<file path="config.mk">
export PLATFORM = sky130hd
export DESIGN_NAME = router_out_arb
export DESIGN_NICKNAME = d
export VERILOG_FILES = /design/src/rtl/router_out_arb.sv
export SDC_FILE = /design/constraint.sdc
export NUM_CORES = 1
export LEC_CHECK = 0
export ABC_AREA = 1
export BUFFER_PORTS_ARGS = -buffer_cell sky130_fd_sc_hd__buf_2
export CAP_MARGIN = 20
export CORE_ASPECT_RATIO = 1.1
export CORE_UTILIZATION = 55
export CTS_CLUSTER_SIZE = 24
export DETAILED_ROUTE_END_ITERATION = 8
export PLACE_DENSITY = 0.9
export SETUP_SLACK_MARGIN = 0.05
export SLEW_MARGIN = 20
export SYNTH_ARGS = -nofsm -noshare
export SYNTH_HDL_FRONTEND = slang
export SYNTH_SLANG_ARGS = --single-unit
</file>
<file path="constraint.sdc">
create_clock -name clk -period 4.16 [get_ports clk]
set_input_delay 0.416 -clock clk [delete_from_list [all_inputs] [get_ports clk]]
set_output_delay 0.416 -clock clk [all_outputs]
set_load 0.005 [all_outputs]
</file>
<file path="src/rtl/router_out_arb.sv">
// ---------------------------------------------------------------------------
// router_out_arb
//
// Output-port arbiter for a wormhole router with two virtual channels (VCs)
// and five input ports.  Each VC is allocated to one input port at a time by
// a head flit.  The owning port then streams its flits until a tail flit
// releases the VC.  A credit counter per VC tracks free downstream buffer
// slots.  At most one flit crosses the link per cycle; when both VCs could
// send, the link alternates between them.
//
// Ports
//   clk        single clock, all state updates on its rising edge
//   RST_       synchronous, active-high reset
//   REQ_VALID  [4:0] per input port: a flit is present for this output
//   REQ_VCH    [4:0] per input port: requested output VC (0/1)
//   REQ_HEAD   [4:0] per input port: flit is a head flit
//   REQ_TAIL   [4:0] per input port: flit is a tail flit
//   IACK       [1:0] per VC: one credit returned by downstream this cycle
//   GNT        [4:0] one-hot or zero: port whose flit is transferred now
//   OVALID     a flit is transferred this cycle (OR of GNT)
//   OVCH       VC of the transferred flit, 0 when OVALID is low
//   VC_BUSY    [1:0] per VC: VC is owned by an input port
//   VC_OWNER   [5:0] 3 bits per VC ([2:0] VC0, [5:3] VC1): owner, 0 if free
//   CREDIT     [5:0] 3 bits per VC: current credit count
//   ERR        sticky credit-overflow flag
// ---------------------------------------------------------------------------
module router_out_arb #(
    parameter int CREDITS = 4
) (
    input  logic       clk,
    input  logic       RST_,
    input  logic [4:0] REQ_VALID,
    input  logic [4:0] REQ_VCH,
    input  logic [4:0] REQ_HEAD,
    input  logic [4:0] REQ_TAIL,
    input  logic [1:0] IACK,
    output logic [4:0] GNT,
    output logic       OVALID,
    output logic       OVCH,
    output logic [1:0] VC_BUSY,
    output logic [5:0] VC_OWNER,
    output logic [5:0] CREDIT,
    output logic       ERR
);

    localparam logic [2:0] CREDIT_MAX = 3'(CREDITS);
    localparam logic [2:0] LAST_PORT  = 3'd4;

    typedef enum logic {
        VC_FREE  = 1'b0,
        VC_OWNED = 1'b1
    } vc_state_t;

    // Round-robin search over the five ports, starting one past the last
    // winner and wrapping 4 -> 0.  Result is {found, port_index}.
    function automatic logic [3:0] rr_pick(input logic [4:0] cand,
                                           input logic [2:0] last);
        logic [3:0] res;
        logic [2:0] idx;
        res = 4'b0000;
        idx = last;
        for (int k = 0; k < 5; k++) begin
            idx = (idx >= LAST_PORT) ? 3'd0 : idx + 3'd1;
            if (!res[3] && cand[idx]) begin
                res = {1'b1, idx};
            end
        end
        return res;
    endfunction

    // Per-VC signals shared with the link arbiter.
    logic [1:0]      eligible;
    logic [1:0]      xfer;
    logic [1:0]      overflow;
    logic [1:0][4:0] owner_onehot;

    // Link arbiter state.
    logic serve_vc;
    logic last_vc_reg, last_vc_next;
    logic err_reg, err_next;

    generate
        for (genvar gi = 0; gi < 2; gi++) begin : g_vc
            vc_state_t  state_reg, state_next;
            logic [2:0] owner_reg, owner_next;
            logic [2:0] last_alloc_reg, last_alloc_next;
            logic [2:0] credit_reg, credit_next;
            logic       overflow_next;
            logic [4:0] vch_match;
            logic [4:0] candidates;
            logic [3:0] pick;
            logic       owner_tail;

            // Ports whose current flit targets this VC.
            assign vch_match  = (gi == 0) ? ~REQ_VCH : REQ_VCH;
            assign candidates = REQ_VALID & REQ_HEAD & vch_match;
            assign pick       = rr_pick(candidates, last_alloc_reg);

            // One-hot owner, all zero while the VC is free, so it doubles as
            // the grant vector when this VC wins the link.
            assign owner_onehot[gi] = (state_reg == VC_OWNED)
                                    ? (5'b00001 << owner_reg) : 5'b00000;

            // The owner must be presenting a flit on this VC and there must
            // be downstream room.  Head flits from the owner are accepted as
            // ordinary flits here.
            assign eligible[gi] = (|(owner_onehot[gi] & REQ_VALID & vch_match))
                                  && (credit_reg != 3'd0);
            assign owner_tail   = |(owner_onehot[gi] & REQ_TAIL);

            always_comb begin
                state_next      = state_reg;
                owner_next      = owner_reg;
                last_alloc_next = last_alloc_reg;
                credit_next     = credit_reg;
                overflow_next   = 1'b0;

                case (state_reg)
                    VC_FREE: begin
                        // Allocation cycle: no flit moves on this VC yet.
                        if (pick[3]) begin
                            state_next      = VC_OWNED;
                            owner_next      = pick[2:0];
                            last_alloc_next = pick[2:0];
                        end
                    end
                    VC_OWNED: begin
                        if (xfer[gi] && owner_tail) begin
                            state_next = VC_FREE;
                            owner_next = 3'd0;
                        end
                    end
                    default: begin
                        state_next = VC_FREE;
                        owner_next = 3'd0;
                    end
                endcase

                // Transfer and returned credit in the same cycle cancel out.
                if (xfer[gi] && !IACK[gi]) begin
                    credit_next = credit_reg - 3'd1;
                end else if (!xfer[gi] && IACK[gi]) begin
                    if (credit_reg >= CREDIT_MAX) begin
                        overflow_next = 1'b1;
                    end else begin
                        credit_next = credit_reg + 3'd1;
                    end
                end
            end

            always_ff @(posedge clk) begin
                if (RST_) begin
                    state_reg      <= VC_FREE;
                    owner_reg      <= 3'd0;
                    last_alloc_reg <= LAST_PORT;
                    credit_reg     <= CREDIT_MAX;
                end else begin
                    state_reg      <= state_next;
                    owner_reg      <= owner_next;
                    last_alloc_reg <= last_alloc_next;
                    credit_reg     <= credit_next;
                end
            end

            assign overflow[gi]        = overflow_next;
            assign VC_BUSY[gi]         = (state_reg == VC_OWNED);
            assign VC_OWNER[gi*3 +: 3] = owner_reg;
            assign CREDIT[gi*3 +: 3]   = credit_reg;
        end
    endgenerate

    // Link arbitration: with both VCs ready, serve the one not served last.
    always_comb begin
        serve_vc = 1'b0;
        if (&eligible) begin
            serve_vc = ~last_vc_reg;
        end else if (eligible[1]) begin
            serve_vc = 1'b1;
        end
    end

    // Reset blocks any transfer regardless of the request inputs.
    assign OVALID = !RST_ && (|eligible);
    assign GNT    = OVALID ? owner_onehot[serve_vc] : 5'b00000;
    assign OVCH   = OVALID & serve_vc;
    assign xfer   = {OVALID & serve_vc, OVALID & ~serve_vc};

    always_comb begin
        last_vc_next = last_vc_reg;
        err_next     = err_reg | (|overflow);
        if (OVALID) begin
            last_vc_next = serve_vc;
        end
    end

    always_ff @(posedge clk) begin
        if (RST_) begin
            last_vc_reg <= 1'b1;
            err_reg     <= 1'b0;
        end else begin
            last_vc_reg <= last_vc_next;
            err_reg     <= err_next;
        end
    end

    assign ERR = err_reg;

endmodule

</file>
======== Word-level counts from Yosys, hierarchy flattened ========
Cells that the tools add are included.
W data, S select, Z words.
cells by class
  order comparisons ....................... 23
  $add $sub $neg .......................... 14
  reductions and logical operators ........ 47
  equality and inequality tests ........... 6
  shift-type cells ........................ 2
  bitwise gates (word level) .............. 17
  multiplexer cells ....................... 71
operator list
  cell                   count
  $mux W3                20
  $and A5 B5 Y5          9
  $lt A3 B4 Y1 const B   10
  $mux W4                10
  $add A3 B1 Y3 const B  12
  $ge A3 B3 Y1 const B   12
  $bmux W1 S3            10
  $mux W5                5
  $mux W1                22
  $reduce_or A5 Y1       4
  $logic_and A1 B1 Y1    17
  $reduce_and A2 Y1      7
  $logic_not A1 Y1       13
  $pmux W3 S2            2
  $shl A1 B3 Y5 const A  2
  $ne A2 B2 Y1 const B   4
  $reduce_bool A3 Y1     2
  $sub A3 B1 Y3 const B  2
  $not A5 Y5             1
  $ne A2 B1 Y1 const B   2
  $not A1 Y1             4
  $pmux W1 S2            2
  $reduce_bool A2 Y1     2
  $reduce_or A2 Y1       2
  3 further kinds        4
storage, ports and cells
  register bits after elaboration ......... 22
  word-level logic and storage cells ...... 190
  output and inout port bits .............. 22

======== Logic depth before layout (Yosys ltp) ========
Gate-level depths: netlist of run 1.
  depth in word-level cells ............... 19
  depth in mapped cells ................... 20

======== Worst setup path after synthesis of run 1 ========
OpenSTA, ideal clock, no wires.
  kind .................................... flip-flop to flip-flop
  from .................................... register g_vc[1].state_reg
  to ...................................... register g_vc[0].credit_reg[2]
  library setup time ...................... 0.136 ns
  stages on the path, launching flop included .. 21
  buffers on the path ..................... 0
  arrival ................................. 2.310 ns
  setup slack ............................. 1.714 ns
  clock period less this slack ............ 2.446 ns
  cells stage by stage .................... dfxtp_1 -> inv_2 -> nor2_1 -> nand2_1 -> nor2_1 -> nand3_1 -> nand2_1 -> nor2_1 -> nand2_1 -> nand2_1 -> nand2_1 -> nand2_1 -> inv_1 -> nand2_1 -> inv_1 -> ha_1 -> inv_1 -> fa_1 -> xor2_1 -> nand2_1 -> o211ai_1
on the way
  elaborated cells on any way between the ends .. 19
  those cells by class .................... eq/ne (1); mux (4); bitwise (4); reduce/logical (10)
RTL lines
  item                             line  RTL
  start, declared                  84    vc_state_t state_reg, state_next;
  start signal, assigned           158   state_reg <= state_next;
  $mux W5 (*)                      102   ? (5'b00001 << owner_reg) : 5'b00000;
  $and A5 B5 Y5 (*) (2 in series)  107   assign eligible[gi] = (|(owner_onehot[gi] & REQ_VALID & vch_match))
  $reduce_or A5 Y1 (*)             107
  $logic_and A1 B1 Y1 (*)          108   && (credit_reg != 3'd0);
  $reduce_or A2 Y1 (*)             183   assign OVALID = !RST_ && (|eligible);
  $logic_and A1 B1 Y1 (*)          183
  net OVALID                       38    output logic OVALID,
  $and A1 B1 Y1 (*)                186   assign xfer = {OVALID & serve_vc, OVALID & ~serve_vc};
  $logic_not A1 Y1                 142   end else if (!xfer[gi] && IACK[gi]) begin
  $logic_and A1 B1 Y1              142
  $reduce_bool A2 Y1 (no line)     -
  $reduce_and A2 Y1 (no line)      -
  end signal, assigned             161   credit_reg <= credit_next;
  end, declared                    87    logic [2:0] credit_reg, credit_next;
Mark *: on every way through the listed nets, which the timed path passes. The rest lies on a longest branch.
A chain may end at the register's enable or synchronous reset.

======== Worst setup path after layout of run 1 ========
  from .................................... register g_vc[0].state_reg
  to ...................................... register g_vc[0].credit_reg[2]
on the way
  word-level cells in the longest chain between the ends .. 13
  elaborated cells on any way between the ends .. 18
  those cells by class .................... eq/ne (1); mux (3); bitwise (4); reduce/logical (10)
RTL lines
  item                             line  RTL
  start, declared                  84
  start signal, assigned           158
  $mux W5 (*)                      102
  $and A5 B5 Y5 (*) (2 in series)  107
  $reduce_or A5 Y1 (*)             107
  $logic_and A1 B1 Y1 (*)          108
  $reduce_and A2 Y1                175   if (&eligible) begin
  $mux W1                          175
  $not A1 Y1                       186
  $and A1 B1 Y1 (*)                186
  $logic_not A1 Y1                 142
  $logic_and A1 B1 Y1              142
  $reduce_bool A2 Y1 (no line)     -
  $reduce_and A2 Y1 (no line)      -
Every way passes the cells marked *; elsewhere a longest branch is shown, timed or not.

==> results by group, run 1 <==
Detailed routing
  – Post-DR wirelength/cell: 12.4 µm
  – DRC viols: 0
  – DR vias/cell: 5.52
  – Post-route antenna net violation count: 0
  – Vias: 3095
  – 1st-iter DRT viols: 245
  – Router iterations before antenna repair: 5
  – Final wirelength: 6.95 mm

STA
  – Fin Hold WS: 0.484 ns
  – Fin crit share: 0.694
  – Setup violators final: 0
  – Final Hold Violating Endpoints: 0
  – TNS Setup: 0 ns
  – Fmax: 346 MHz
  – RSZ-0062 raised after global routing: false
  – Post-layout min period: 2.89 ns
  – Skew final: 0.00752 ns
  – Worst-margin pin slew: 0.479 ns
  – Max transition margin: 0.680
  – Slew Viols, Final: 0

Yosys
  – Synth Area in XOR/XNOR: 0.0134
  – Avg Inst Size Synth: 5.68 µm²
  – Distinct cells, synth: 31
  – Area leader, netlist: nand2_1
  – Synthesized area: 2620 µm²
  – Mux cell area share after synthesis: 0
  – Net count of the mapped netlist: 500
  – Largest family of logic cells by synthesized area: simple AND/OR/NAND/NOR gates
  – Seq/Total Area, Yosys: 0.168
  – Synth top area share: 0.186
  – Synth Area in Simple Gates: 0.521
  – Asr flop ratio synth: 0
  – Post-synth EDFFs: 0
  – Mapped Cells: 462
  – Flops & latches, synth: 22
  – Compound-cell area share of the yosys netlist: 0.105
  – Top cells by area, synth: nand2_1 (19%), dfxtp_1 (17%), nand3_1 (15%)
  – Ys Warns: 0
  – Adder-cell share of the synthesized area: 0.0725
  – Main synth FF type: dfxtp_1

Hold path
  – Hold path endpoint: last_vc_reg
  – Hold path startpoint: last_vc_reg
  – WHS Path Cells: 2
  – Worst Hold Class: reg -> reg

Clock network
  – CTS tree: built
  – Clock latency at the later pin of the worst-skew pair: 0.27 ns
  – TritonCTS Sinks: 22
  – # H-tree levels: 1
  – Reg clk slew, reported paths: 0.08 ns
  – Root Buffer: clkbuf_8
  – Post_cts resized: 0
  – Post-CTS Setup Inserts: 0
  – CTS hold repair buffers: 0
  – TritonCTS Buffers: 3
  – Clock tree buffer depth: 2

Critical path
  – Critical Path End Type: flop
  – CP arrival: 3.03 ns
  – Worst R2R Start: g_vc[0].state_reg
  – Critical Path Start Type: flop
  – Worst path required time: 4.31 ns
  – WS Path Type: reg -> reg
  – Capturing point of the worst reg2reg path: g_vc[0].credit_reg[2]
  – Reg2Reg Setup Slack: 1.27 ns
  – Maximum fanout along the worst path: 7
  – FF-to-FF path depth: 18

GRT
  – Largest net degree at the start of global routing: 16
  – Layer with the highest usage: met2
  – Vias in the first global route: 2657
  – Initial antenna violation count: 0
  – GR Util All Layers: 0.286
  – Met2 GRT Util: 0.465
  – Global Route met1 Usage: 0.378
  – Grt total ovfl: 0
  – Met3 usage in global routing: 0.0368
  – First-pass GRT wire length: 11.3 mm

Finish
  – Share of layout cells above drive strength 1: 0.172
  – Fill cells: 412
  – Final core utilization: 0.664
  – Nets: 546
  – Layout area overhead: 12.4%
  – Ant. Diodes: 0

Pwr
  – Peak VDD IR: 420 µV
  – Switching share of total power: 0.579
  – Sequential Power Share: 0.163
  – Internal: 0.000894 W
  – P_leak: 1.60 nW
  – Combinational power share: 0.764
  – Clock power share: 0.073
  – P_sw: 0.00123 W
  – P per Cell Area: 720 nW/µm²

Placement
  – Detailed placement HPWL: 5.58 mm
  – RePlAce Congestion: 0.956
  – Port-buffer cells: 45

Floorplanning
  – Row count: 25
  – Die height: 74.4 µm
  – Core area: 4440 µm²
  – Die area: 5050 µm²
  – Io pins: 46
  – Die X: 67.8 µm
  – Starting density of the core: 0.590

Run status
  – Status: completed

Job
  – Max-Cap Viols: 0
-- power groups by stage --
stage	combinational, W	sequential (W)	clock, W
floorplan	0.00130	0.000338	0
global placement	0.00155	0.000346	0
detailed placement	0.00159	0.000349	0
CTS	0.00160	0.000345	0.000156
global route	0.00183	0.000357	0.000166
finish	0.00162	0.000347	0.000154
-- critical path: stages, from the launching register on --
cell      delay [ns]
dfxtp_1         0.38
inv_1           0.12
nor2_1          0.20
nand2_1         0.16
o22ai_1         0.19
nor2_1          0.05
nand2_1         0.09
nand2_1         0.08
nand2_1         0.10
nand2_1         0.05
inv_1           0.08
nand2_1         0.14
inv_1           0.09
ha_1            0.22
inv_1           0.09
fa_1            0.38
xor2_1          0.18
nand2_1         0.07
o211ai_1        0.08
-- metal layers --
metal / vias up / share of wire
li1: 1579 / -
met1: 1363 / 0.45
met2: 135 / 0.46
met3: 18 / 0.069
met4: 0 / 0.024
met5: - / 0
-- per-stage QoR --
step	cell area (µm²)	worst slack, ns	total power, W	std cells
finish	2950	1.27	0.00212	561
CTS	2950	1.29	0.00210	561
floorplan	2620	1.71	0.00164	462
detailed placement	2890	1.31	0.00194	557
global placement	2890	1.41	0.00190	557
global route	2950	1.03	0.00236	561
-- how the worst max path moves through the flow --
stage | endpoint | depth (start not counted) | from
4_1_cts | g_vc[0].credit_reg[2] | 20 | g_vc[1].state_reg
3_5_place_dp | g_vc[0].credit_reg[2] | 20 | g_vc[1].state_reg
6_report | g_vc[0].credit_reg[2] | 18 | g_vc[0].state_reg
3_3_place_gp | g_vc[0].credit_reg[2] | 20 | g_vc[1].state_reg
5_1_grt | g_vc[0].credit_reg[2] | 18 | g_vc[0].state_reg
2_1_floorplan | g_vc[0].credit_reg[2] | 20 | g_vc[1].state_reg
-- cells in the final DEF, fill, tap and decap left out --
| cell type | count |
|---|---|
| nand4_1 | 5 |
| o221ai_1 | 1 |
| nor2_1 | 40 |
| nand3_2 | 1 |
| a21oi_1 | 21 |
| o211ai_1 | 4 |
| inv_1 | 68 |
| dfxtp_1 | 22 |
| nand2_2 | 16 |
| nor2_4 | 3 |
| nor3_1 | 2 |
| clkbuf_8 | 4 |
| nand2_4 | 3 |
| nand3_1 | 80 |
| o22a_1 | 1 |
| o22ai_1 | 7 |
| ha_1 | 12 |
| buf_2 | 45 |
| xor2_1 | 2 |
| inv_4 | 1 |
| fa_1 | 2 |
| a31oi_1 | 2 |
| o21ai_0 | 12 |
| xnor2_1 | 2 |
| nand3_4 | 2 |
| nand2_1 | 130 |
| inv_2 | 8 |
| o21bai_1 | 1 |
| nand3b_1 | 6 |
| nor3_2 | 1 |
| nor2_2 | 3 |
-- synthesized netlist by cell type, types with 3 or more instances --
cell type,instances
ha_1,12
dfxtp_1,22
inv_1,68
a21oi_1,21
nand2_4,3
o22ai_1,7
nor2_4,3
o21ai_0,12
inv_2,8
nand3_1,80
nor2_1,40
nand2_2,16
nand2_1,130
nand4_1,5
nand3b_1,6
nor2_2,3
o211ai_1,4
-- cell type report --
type                            count  area (µm²)  share of cell area
Clock buffer                        4        55.1              0.0187
Inverter                           77         292              0.0989
Multi-Input combinational cell    359        1870               0.634
Sequential cell                    22         440               0.149
Tap cell                           54        67.6              0.0229
Timing Repair Buffer               45         225              0.0764
-- logic make-up after synthesis --
group / after synthesis
compound gates: 49
xor+xnor: 4
simple gates: 292
flops: 22
buf+inv: 81
fa+ha+maj: 14
No activity file was read; power rests on OpenSTA's default activity.
==> inputs of run 2 (changes only) <==
==> constraint.sdc (replaced) <==
create_clock -name clk -period 2.9 [get_ports clk]
set_input_delay 0.29 -clock clk [delete_from_list [all_inputs] [get_ports clk]]
set_output_delay 0.29 -clock clk [all_outputs]
set_load 0.005 [all_outputs]
==> results by group, run 2 (same netlist as run 1, synthesis figures left out) <==
Run status
  – Status: completed

Critical path
  – WP depth: 18 (unchanged)
  – Critical Path Start Type: flop
  – CP arrival: 2.77 ns (-0.26 ns)
  – Worst path required time: 3.04 ns (-1.27 ns)
  – Crit-path cells: inv_2, nor2_4, nand3b_1, nor2_1, a21oi_1, nand2_1, nand2_1, nand2_1, nand2_1, inv_1, nand2_2, inv_1, ha_2, inv_1, fa_1, xor2_1, nand2_1, o211ai_1
  – Capturing point of the worst reg2reg path: g_vc[0].credit_reg[2]
  – Most used cell, CP: nand2_1
  – WP buf/inv: 4 (unchanged)
  – Maximum fanout along the worst path: 7 (unchanged)
  – Largest delay contributor family on the critical path: simple AND/OR/NAND/NOR gates
  – Critical path's slowest cell: dfxtp_2
  – WS Path Type: reg -> reg
  – Worst R2R Start: g_vc[0].state_reg
  – Critical Path End Type: flop
  – Reg2Reg Setup Slack: 0.27 ns (-1.00 ns)
  – Delay of the slowest critical-path stage: 0.37 ns (about the same)
  – FF-to-FF path depth: 18 (unchanged)

Clock network
  – Reg clk slew, reported paths: 0.08 ns (about the same)
  – CTS hold repair buffers: 0 (unchanged)
  – CTS tree: built
  – Post_cts resized: 2 (+2)
  – Root Buffer: clkbuf_8
  – # H-tree levels: 1 (unchanged)
  – TritonCTS Buffers: 3 (unchanged)
  – Post-CTS Setup Inserts: 0 (unchanged)
  – Clock tree buffer depth: 2 (unchanged)
  – Clock latency at the later pin of the worst-skew pair: 0.27 ns (about the same)
  – TritonCTS Sinks: 22 (unchanged)

STA
  – RSZ-0062 raised after global routing: true
  – Final Hold Violating Endpoints: 0 (unchanged)
  – Fmax: 381 MHz (+9.9%)
  – Worst Slack Setup Final: 0.273 ns (-0.999 ns)
  – Fin crit share: 0.906 (+0.212)
  – Worst-margin pin slew: 0.460 ns (-0.0189 ns)
  – Skew final: 0.00615 ns (-0.00138 ns)
  – Setup violators final: 0 (unchanged)
  – Post-layout min period: 2.63 ns (-0.261 ns)
  – Slew Viols, Final: 0 (unchanged)
  – Max transition margin: 0.692 (+0.0126)
  – TNS Setup: 0 ns (unchanged)

Floorplanning
  – Starting density of the core: 0.590 (unchanged)
  – Die X: 67.8 µm (unchanged)
  – Die area: 5050 µm² (unchanged)
  – Core area: 4440 µm² (unchanged)
  – Row count: 25 (unchanged)
  – Die height: 74.4 µm (unchanged)
  – Io pins: 46 (unchanged)

Finish
  – Nets: 547 (+0.18%)
  – Ant. Diodes: 0 (unchanged)
  – Commonest non-fill, non-tap cell in the layout: nand2_1
  – Most frequent cells in the layout: nand2_1 (127), nand3_1 (80), inv_1 (67)
  – Layout area overhead: 14.6%
  – Share of layout cells above drive strength 1: 0.205 (+0.0331)
  – Final core utilization: 0.676 (+0.0127)
  – Final Cell Area: 3000 µm² (+1.9%)

Detailed routing
  – Post-DR wirelength/cell: 12.6 µm (+2.0%)
  – Router iterations before antenna repair: 6 (+1)
  – DR vias/cell: 5.64 (+2.2%)
  – 1st-iter DRT viols: 322 (+31%)
  – DRC viols: 0 (unchanged)
  – Post-route antenna net violation count: 0 (unchanged)
  – Final wirelength: 7.10 mm (+2.2%)
  – Vias: 3169 (+2.4%)

Hold path
  – Hold path endpoint: g_vc[1].owner_reg[0]
  – WHS Path Cells: 2 (unchanged)
  – Worst Hold Class: in -> reg
  – Hold path startpoint: RST_

GRT
  – Largest net degree at the start of global routing: 16 (unchanged)
  – Grt total ovfl: 0 (unchanged)
  – Met3 usage in global routing: 0.0215 (-0.0153)
  – GR Util All Layers: 0.301 (+0.0147)
  – First-pass GRT wire length: 11.9 mm (+4.9%)
  – Initial antenna violation count: 0 (unchanged)
  – Global Route met1 Usage: 0.384 (+0.00614)
  – Vias in the first global route: 2807 (+5.6%)
  – Layer with the highest usage: met2
  – Met2 GRT Util: 0.518 (+0.0528)

Pwr
  – P per Cell Area: 1040 nW/µm² (+44%)
  – P_leak: 1.61 nW (+0.48%)
  – Peak VDD IR: 650 µV (+55%)
  – Total power: 0.00312 W (+47%)

Placement
  – Detailed placement HPWL: 5.71 mm (+2.4%)
  – RePlAce Congestion: 0.965 (+0.86%)
  – Area after DPL: 2900 µm² (+0.26%)
  – Port-buffer cells: 45 (unchanged)
  – Pre-CTS setup slack: 0.0339 ns (-1.28 ns)

Job
  – Max-Cap Viols: 0 (unchanged)
[run 2: worst max-delay path by stage]
stage	startpoint	to	slack, ns
finish	g_vc[0].state_reg	g_vc[0].credit_reg[2]	0.27
global route	g_vc[1].state_reg	g_vc[0].credit_reg[2]	0.008
CTS	g_vc[1].state_reg	g_vc[0].credit_reg[2]	0.05
detailed placement	g_vc[1].state_reg	g_vc[0].credit_reg[2]	0.03
global placement	g_vc[1].state_reg	g_vc[0].credit_reg[2]	0.14
floorplan	g_vc[1].state_reg	g_vc[0].credit_reg[2]	0.45
[run 2: per-layer routing]
| metal | vias to the layer above | wire length [µm] |
|---|---|---|
| li1 | 1584 | - |
| met1 | 1413 | 3050 |
| met2 | 147 | 3340 |
| met3 | 25 | 479 |
| met4 | 0 | 226 |
| met5 | - | 0 |
[run 2: worst register-to-register path, stage by stage (launching register included)]
cell and delay [ns]:
dfxtp_2 0.37, inv_2 0.08, nor2_4 0.11, nand3b_1 0.15, nor2_1 0.12, a21oi_1 0.08
nand2_1 0.10, nand2_1 0.08, nand2_1 0.09, nand2_1 0.05, inv_1 0.09, nand2_2 0.10
inv_1 0.08, ha_2 0.21, inv_1 0.08, fa_1 0.37, xor2_1 0.18, nand2_1 0.07
o211ai_1 0.09
[run 2: final cells by class]
cell class                 count  area (µm²)
timing repair buffer          46         233
tap                           54        67.6
clock buffer                   4        55.1
fill                         431        1440
multi-input combinational    359        1910
sequential                    22         445
inverter                      77         292
[run 2: metrics by stage]
stage          hold slack (ns)  cells
3_5_place_dp             0.453    558
3_3_place_gp             0.446    558
5_1_grt                  0.399    562
4_1_cts                  0.378    562
2_1_floorplan            0.378    462
6_report                 0.387    562
[run 2: power breakdown]
| group | internal (W) | switching, W |
|---|---|---|
| clock network | 0.000121 | 0.000102 |
| registers | 0.000396 | 0.000116 |
| logic | 0.000793 | 0.00159 |
| total | 0.00131 | 0.00181 |
